[src/rtl/uart_rx_pkt_ctl.sv]
// rtl/uart_rx_pkt_ctl.sv - UART byte-to-packet sequencer with header/length/checksum framing
// Collects [HDR0][HDR1][LEN][payload][SUM] frames into a 16-entry buffer and holds each verified packet for the host.
module uart_rx_pkt_ctl #(
    parameter logic [7:0] HDR0    = 8'hAA,
    parameter logic [7:0] HDR1    = 8'h55,
    parameter int         MAXLEN  = 16,
    parameter int         TIMEOUT = 50000
) (
    input  logic       CLK,
    input  logic       RSTn,
    input  logic       Enable,
    input  logic       Rx_done,
    input  logic [7:0] Rx_byte,
    output logic       Rx_en,
    output logic       Pkt_valid,
    output logic [4:0] Pkt_len,
    input  logic [3:0] Pkt_addr,
    output logic [7:0] Pkt_data,
    input  logic       Pkt_rd,
    output logic       Err_sig,
    output logic [7:0] Err_cnt
);

    typedef enum logic [2:0] {IDLE, H1, LEN, DATA, SUM, HOLD} state_t;

    state_t      state;
    logic [4:0]  len;
    logic [3:0]  cnt;
    logic [7:0]  sum;
    logic [15:0] tmo_cnt;
    logic [7:0]  pkt_mem [16];

    logic active;
    logic len_ok;
    logic tmo_hit;
    logic frame_err;
    logic err_det;

    // Reset also gates the receiver so it stays quiet while the controller is held in reset.
    assign Rx_en = RSTn && Enable && (state != HOLD);

    always_comb begin
        active    = (state == H1) || (state == LEN) || (state == DATA) || (state == SUM);
        len_ok    = (Rx_byte != 8'd0) && (Rx_byte <= 8'(MAXLEN));
        tmo_hit   = active && !Rx_done && (tmo_cnt == 16'(TIMEOUT - 1));
        frame_err = 1'b0;
        if (Rx_done) begin
            case (state)
                H1:      frame_err = (Rx_byte != HDR1) && (Rx_byte != HDR0);
                LEN:     frame_err = !len_ok;
                SUM:     frame_err = (Rx_byte != sum);
                default: frame_err = 1'b0;
            endcase
        end
        err_det = Enable && (tmo_hit || frame_err);
    end

    // Payload storage has no reset; contents are only meaningful while Pkt_valid is high.
    always_ff @(posedge CLK) begin
        if (Enable && Rx_done && (state == DATA))
            pkt_mem[cnt] <= Rx_byte;
    end

    always_ff @(posedge CLK or negedge RSTn) begin
        if (!RSTn) begin
            state     <= IDLE;
            len       <= 5'd0;
            cnt       <= 4'd0;
            sum       <= 8'd0;
            tmo_cnt   <= 16'd0;
            Pkt_valid <= 1'b0;
            Pkt_len   <= 5'd0;
            Pkt_data  <= 8'd0;
            Err_sig   <= 1'b0;
            Err_cnt   <= 8'd0;
        end else begin
            Err_sig  <= err_det;
            Pkt_data <= pkt_mem[Pkt_addr];
            if (err_det && (Err_cnt != 8'hFF))
                Err_cnt <= Err_cnt + 8'd1;

            if (!Enable) begin
                state     <= IDLE;
                Pkt_valid <= 1'b0;
                tmo_cnt   <= 16'd0;
            end else if (tmo_hit) begin
                state   <= IDLE;
                tmo_cnt <= 16'd0;
            end else begin
                if (active)
                    tmo_cnt <= Rx_done ? 16'd0 : tmo_cnt + 16'd1;
                else
                    tmo_cnt <= 16'd0;

                case (state)
                    IDLE: begin
                        if (Rx_done && (Rx_byte == HDR0))
                            state <= H1;
                    end
                    H1: begin
                        if (Rx_done) begin
                            if (Rx_byte == HDR1)
                                state <= LEN;
                            else if (Rx_byte != HDR0)
                                state <= IDLE;
                        end
                    end
                    LEN: begin
                        if (Rx_done) begin
                            if (len_ok) begin
                                state <= DATA;
                                len   <= Rx_byte[4:0];
                                cnt   <= 4'd0;
                                sum   <= Rx_byte;
                            end else begin
                                state <= IDLE;
                            end
                        end
                    end
                    DATA: begin
                        if (Rx_done) begin
                            sum <= sum + Rx_byte;
                            cnt <= cnt + 4'd1;
                            if ({1'b0, cnt} == len - 5'd1)
                                state <= SUM;
                        end
                    end
                    SUM: begin
                        if (Rx_done) begin
                            if (Rx_byte == sum) begin
                                state     <= HOLD;
                                Pkt_valid <= 1'b1;
                                Pkt_len   <= len;
                            end else begin
                                state <= IDLE;
                            end
                        end
                    end
                    HOLD: begin
                        if (Pkt_rd) begin
                            state     <= IDLE;
                            Pkt_valid <= 1'b0;
                        end
                    end
                    default: state <= IDLE;
                endcase
            end
        end
    end

endmodule

[config.mk]
export PLATFORM = sky130hd
export DESIGN_NAME = uart_rx_pkt_ctl
export DESIGN_NICKNAME = d
export VERILOG_FILES = /design/src/rtl/uart_rx_pkt_ctl.sv
export SDC_FILE = /design/constraint.sdc
export NUM_CORES = 1
export LEC_CHECK = 0
export CORE_UTILIZATION = 30
export DETAILED_ROUTE_END_ITERATION = 7
export PLACE_DENSITY = 0.57
export SLEW_MARGIN = 5
export SYNTH_ARGS = -nofsm -noshare
export SYNTH_HDL_FRONTEND = slang
export SYNTH_SLANG_ARGS = --single-unit
[constraint.sdc]
create_clock -name CLK -period 2.5 [get_ports CLK]
set_input_delay 0.5 -clock CLK [delete_from_list [all_inputs] [get_ports CLK]]
set_output_delay 0.5 -clock CLK [all_outputs]
set_load 0.02 [all_outputs]
==> results.toml <==
[pwr]
power_mw = 6.84
power.density_cell_area_nw_per_um2 = 670
netSwitchingFraction = 0.235
ir_drop_uv = 359
portion_of_total_power_attributed_to_the_clock_network = 0.400
power.share.combinational = 0.099
power_dissipated_by_switching_net_loads_mw = 1.61
internal_power_mw = 5.23
power.share.sequential = 0.501
leakagePower_nw = 3.71

[worst_setup_path]
critPathMaxStageDelay_ns = 0.49
critical_path.endpoint_type = "flip-flop"
critPathKind = "primary input to flip-flop"
crit_path_cell_trace = "clkdlybuf4s50_1 > ha_1 > nor4_4 > buf_4 > a31oi_4 > a31oi_4 > a211oi_4 > nor2_2 > mux2_4"
timing.critical_path.from = "Rx_byte[5]"
worst_path_most_repeated_cell = "a31oi_4"
worst_r2r_path_depth = 8
start_kind = "primary input"
critical_path.slowest_cell = "clkdlybuf4s50_1"
arrival_ns = 2.81
timing.critical_path.required_ns = 2.81
timing.rr.start = "sum[0]"
timing.critical_path.fanout_max = 6

[die]
std_cell_rows = 59
fp.dieArea_um2 = 27800
die_x_um = 167
io_pins = 41
starting_density_of_the_core = 0.309
fp.dieH_um = 167
placeable_core_region_um2 = 26400

[synthesis]
yosys.cell_count.top_type = "edfxtp_1"
part_of_the_yosys_area_used_for_sequential_elements = 0.653
async_flop_share = 0.316
synth_top_cells_by_area = "edfxtp_1 47%, dfrtp_1 18%, mux4_2 11%, xnor2_1 2.7%, ha_1 2.2%"
synth_enable_flop_cells = 128
synth_top_area_cell = "edfxtp_1"
yosys_warning_count = 0
synth_common_cells = "128 x edfxtp_1, 59 x dfrtp_1, 40 x mux4_2, 36 x nor2_1, 25 x xnor2_1"
synth.cell_area_um2 = 8150
postSynthNetCount = 550
number_of_standard_cells_after_synthesis = 518
ys.flop_type = "edfxtp_1"
post_synth.cell_area_avg_um2 = 15.7
yosys.area.top_type_share = 0.472
flip_flop_and_latch_count_after_synthesis = 187
synth.distinct_cells = 63

[place]
placedInstanceArea_um2 = 9520
finalWeightedCongestion = 0.786
dp_cells = 946
port_buffers = 40
hpwl_mm = 12.5

[global_route]
global_route_wire_length_before_repair_mm = 29.3
overflow = 0
grt_start_max_net_pins = 60
first_global_vias = 5059
track_usage = 0.141
number_of_antenna_violations_at_the_first_check_in_global_routing = 0

[sta]
grt_setup_unrepaired = "true"
slew_viol_final = 0
finalHoldViolations = 0
finClkSkew_ns = 0.0116
setup-violations-final = 0
min_period_over_period = 0.998
achievable-frequency_ghz = 0.401
worst-slew-pin-transition_ns = 0.812
slew_headroom = 0.458
worst_hold_slack_ns = 0.364
finalCriticalPeriod_ns = 2.50

[detailed_routing]
finalWirelength_mm = 18.6
via_per_inst = 4.86
drt.antenna.violating_nets = 0
first_iter_violations = 263
remaining_drc_errors = 0
routed_wire_length_per_instance_um = 19.0
drt_pass1_iterations = 4
num_vias = 4762

[finish]
area_growth_pct = 25.4
count_of_antenna_diodes_in_the_layout = 0
drive_gt1_frac = 0.272
final_cell_count_no_fill = 979
final_core_utilization = 0.388
layout.nets = 663
fillers = 2386
layout.cell_area.non_filler_um2 = 10200

[run]
drv_cap = 0

[outcome]
run_status = "finished, final reports clean"

[clock_network]
worst_skew_pair.late_latency_ns = 0.43
cts_max_path_buffers = 2
clock_tree_from_tritoncts = "yes"
cts.reportedPaths.clkPinSlew_ns = 0.07
clkSinkCount = 187
cts-htree-levels = 4
ctsRootBufferMaster = "clkbuf_16"
cts-buffers-inserted = 17

[hold_path]
worst_hold_path_type = "primary input to async pin"
-- what timing repair did --
action | 4_1_cts | 5_1_grt
pin swaps | 0 | 2
endpoints found under the hold margin | 0 | 0
hold buffers | 0 | 0
endpoints found under the setup margin | 4 | 10
gates resized for setup | 2 | 13
setup buffers | 0 | 1
gates cloned | 0 | 0
-- worst paths after layout --
path	to	slack [ns]
setup / recovery	Err_cnt[1]	0.005
hold / removal	Pkt_data[1]	0.36
setup reg to reg	Err_cnt[1]	0.23
hold reg to reg	tmo_cnt[0]	0.46
max in group asynchronous	state[0]	1.52
min in group CLK	tmo_cnt[0]	0.46
-- worst max-delay path: cells and delay by family --
family | cells | cell delay (ns)
AO/OA/AOI/OAI | 3 | 0.43
multiplexers | 1 | 0.31
AND/OR/NAND/NOR | 2 | 0.49
buffers and inverters | 2 | 0.68
adder cells (fa/ha/maj) | 1 | 0.39
-- final cells by class --
type | instances | area (um2) | share of cell area
Inverter | 15 | 56.3 | 0.00551
Clock inverter | 12 | 149 | 0.0146
Timing Repair Buffer | 112 | 1040 | 0.102
Clock buffer | 20 | 447 | 0.0437
Tap cell | 335 | 419 | 0.0410
Sequential cell | 187 | 5320 | 0.521
Multi-Input combinational cell | 298 | 2780 | 0.272
-- placed cells by master (no fill, tap or decap), types with 7 or more instances in the layout --
cell type          n
o21ai_0           15
nor2_1            36
xor2_1             7
inv_1             15
mux4_2            40
dfrtp_1           58
ha_1              12
clkdlybuf4s50_1   38
buf_4             63
and2_1            16
mux2_2            10
edfxtp_1         128
nor3_1            10
buf_12             9
clkbuf_16         17
and3_1            12
a21oi_1           11
nand2_1           23
xnor2_1           25
-- sequential cells by signal, summed over array words and instances, names as in the netlist --
register	count
Err_cnt	8
Err_sig	1
Pkt_data	8
Pkt_len	5
Pkt_valid	1
cnt	4
len	5
pkt_mem	128
state	3
sum	8
tmo_cnt	16
-- power groups by stage --
stage          clock [mW]  sequential (mW)  combinational [mW]
3_5_place_dp            0             3.49               0.654
5_1_grt              2.92             3.43               0.741
3_3_place_gp            0             3.49               0.642
2_1_floorplan           0             3.51               0.338
4_1_cts              2.80             3.42               0.666
6_report             2.74             3.43               0.679
-- stage by stage --
stage	setup WS, ns	setup TNS [ns]
2_1_floorplan	0.164	0
3_3_place_gp	-0.529	-8.84
3_5_place_dp	-0.540	-9.06
4_1_cts	0.0285	0
5_1_grt	-0.103	-0.291
6_report	0.00469	0
-- per-layer routing --
layer  wire length, um  vias to the layer above  global-route usage
li1                  -                     2208                   -
met1              8380                     2431               0.191
met2              9140                      108               0.227
met3               835                       15              0.0278
met4               246                        0              0.0435
met5                 0                        -                   0
-- kinds of logic after synthesis --
logic type,Yosys count,synth area share
and+or+nand+nor,139,0.0914
adders and majority gates,15,0.0240
AOI/OAI and AO/OA,57,0.0485
muxes,55,0.131
DFF,187,0.653
xor gates and xnor gates,32,0.0344
buffers and inverters,33,0.0174
(Power assumes the default switching activity.)
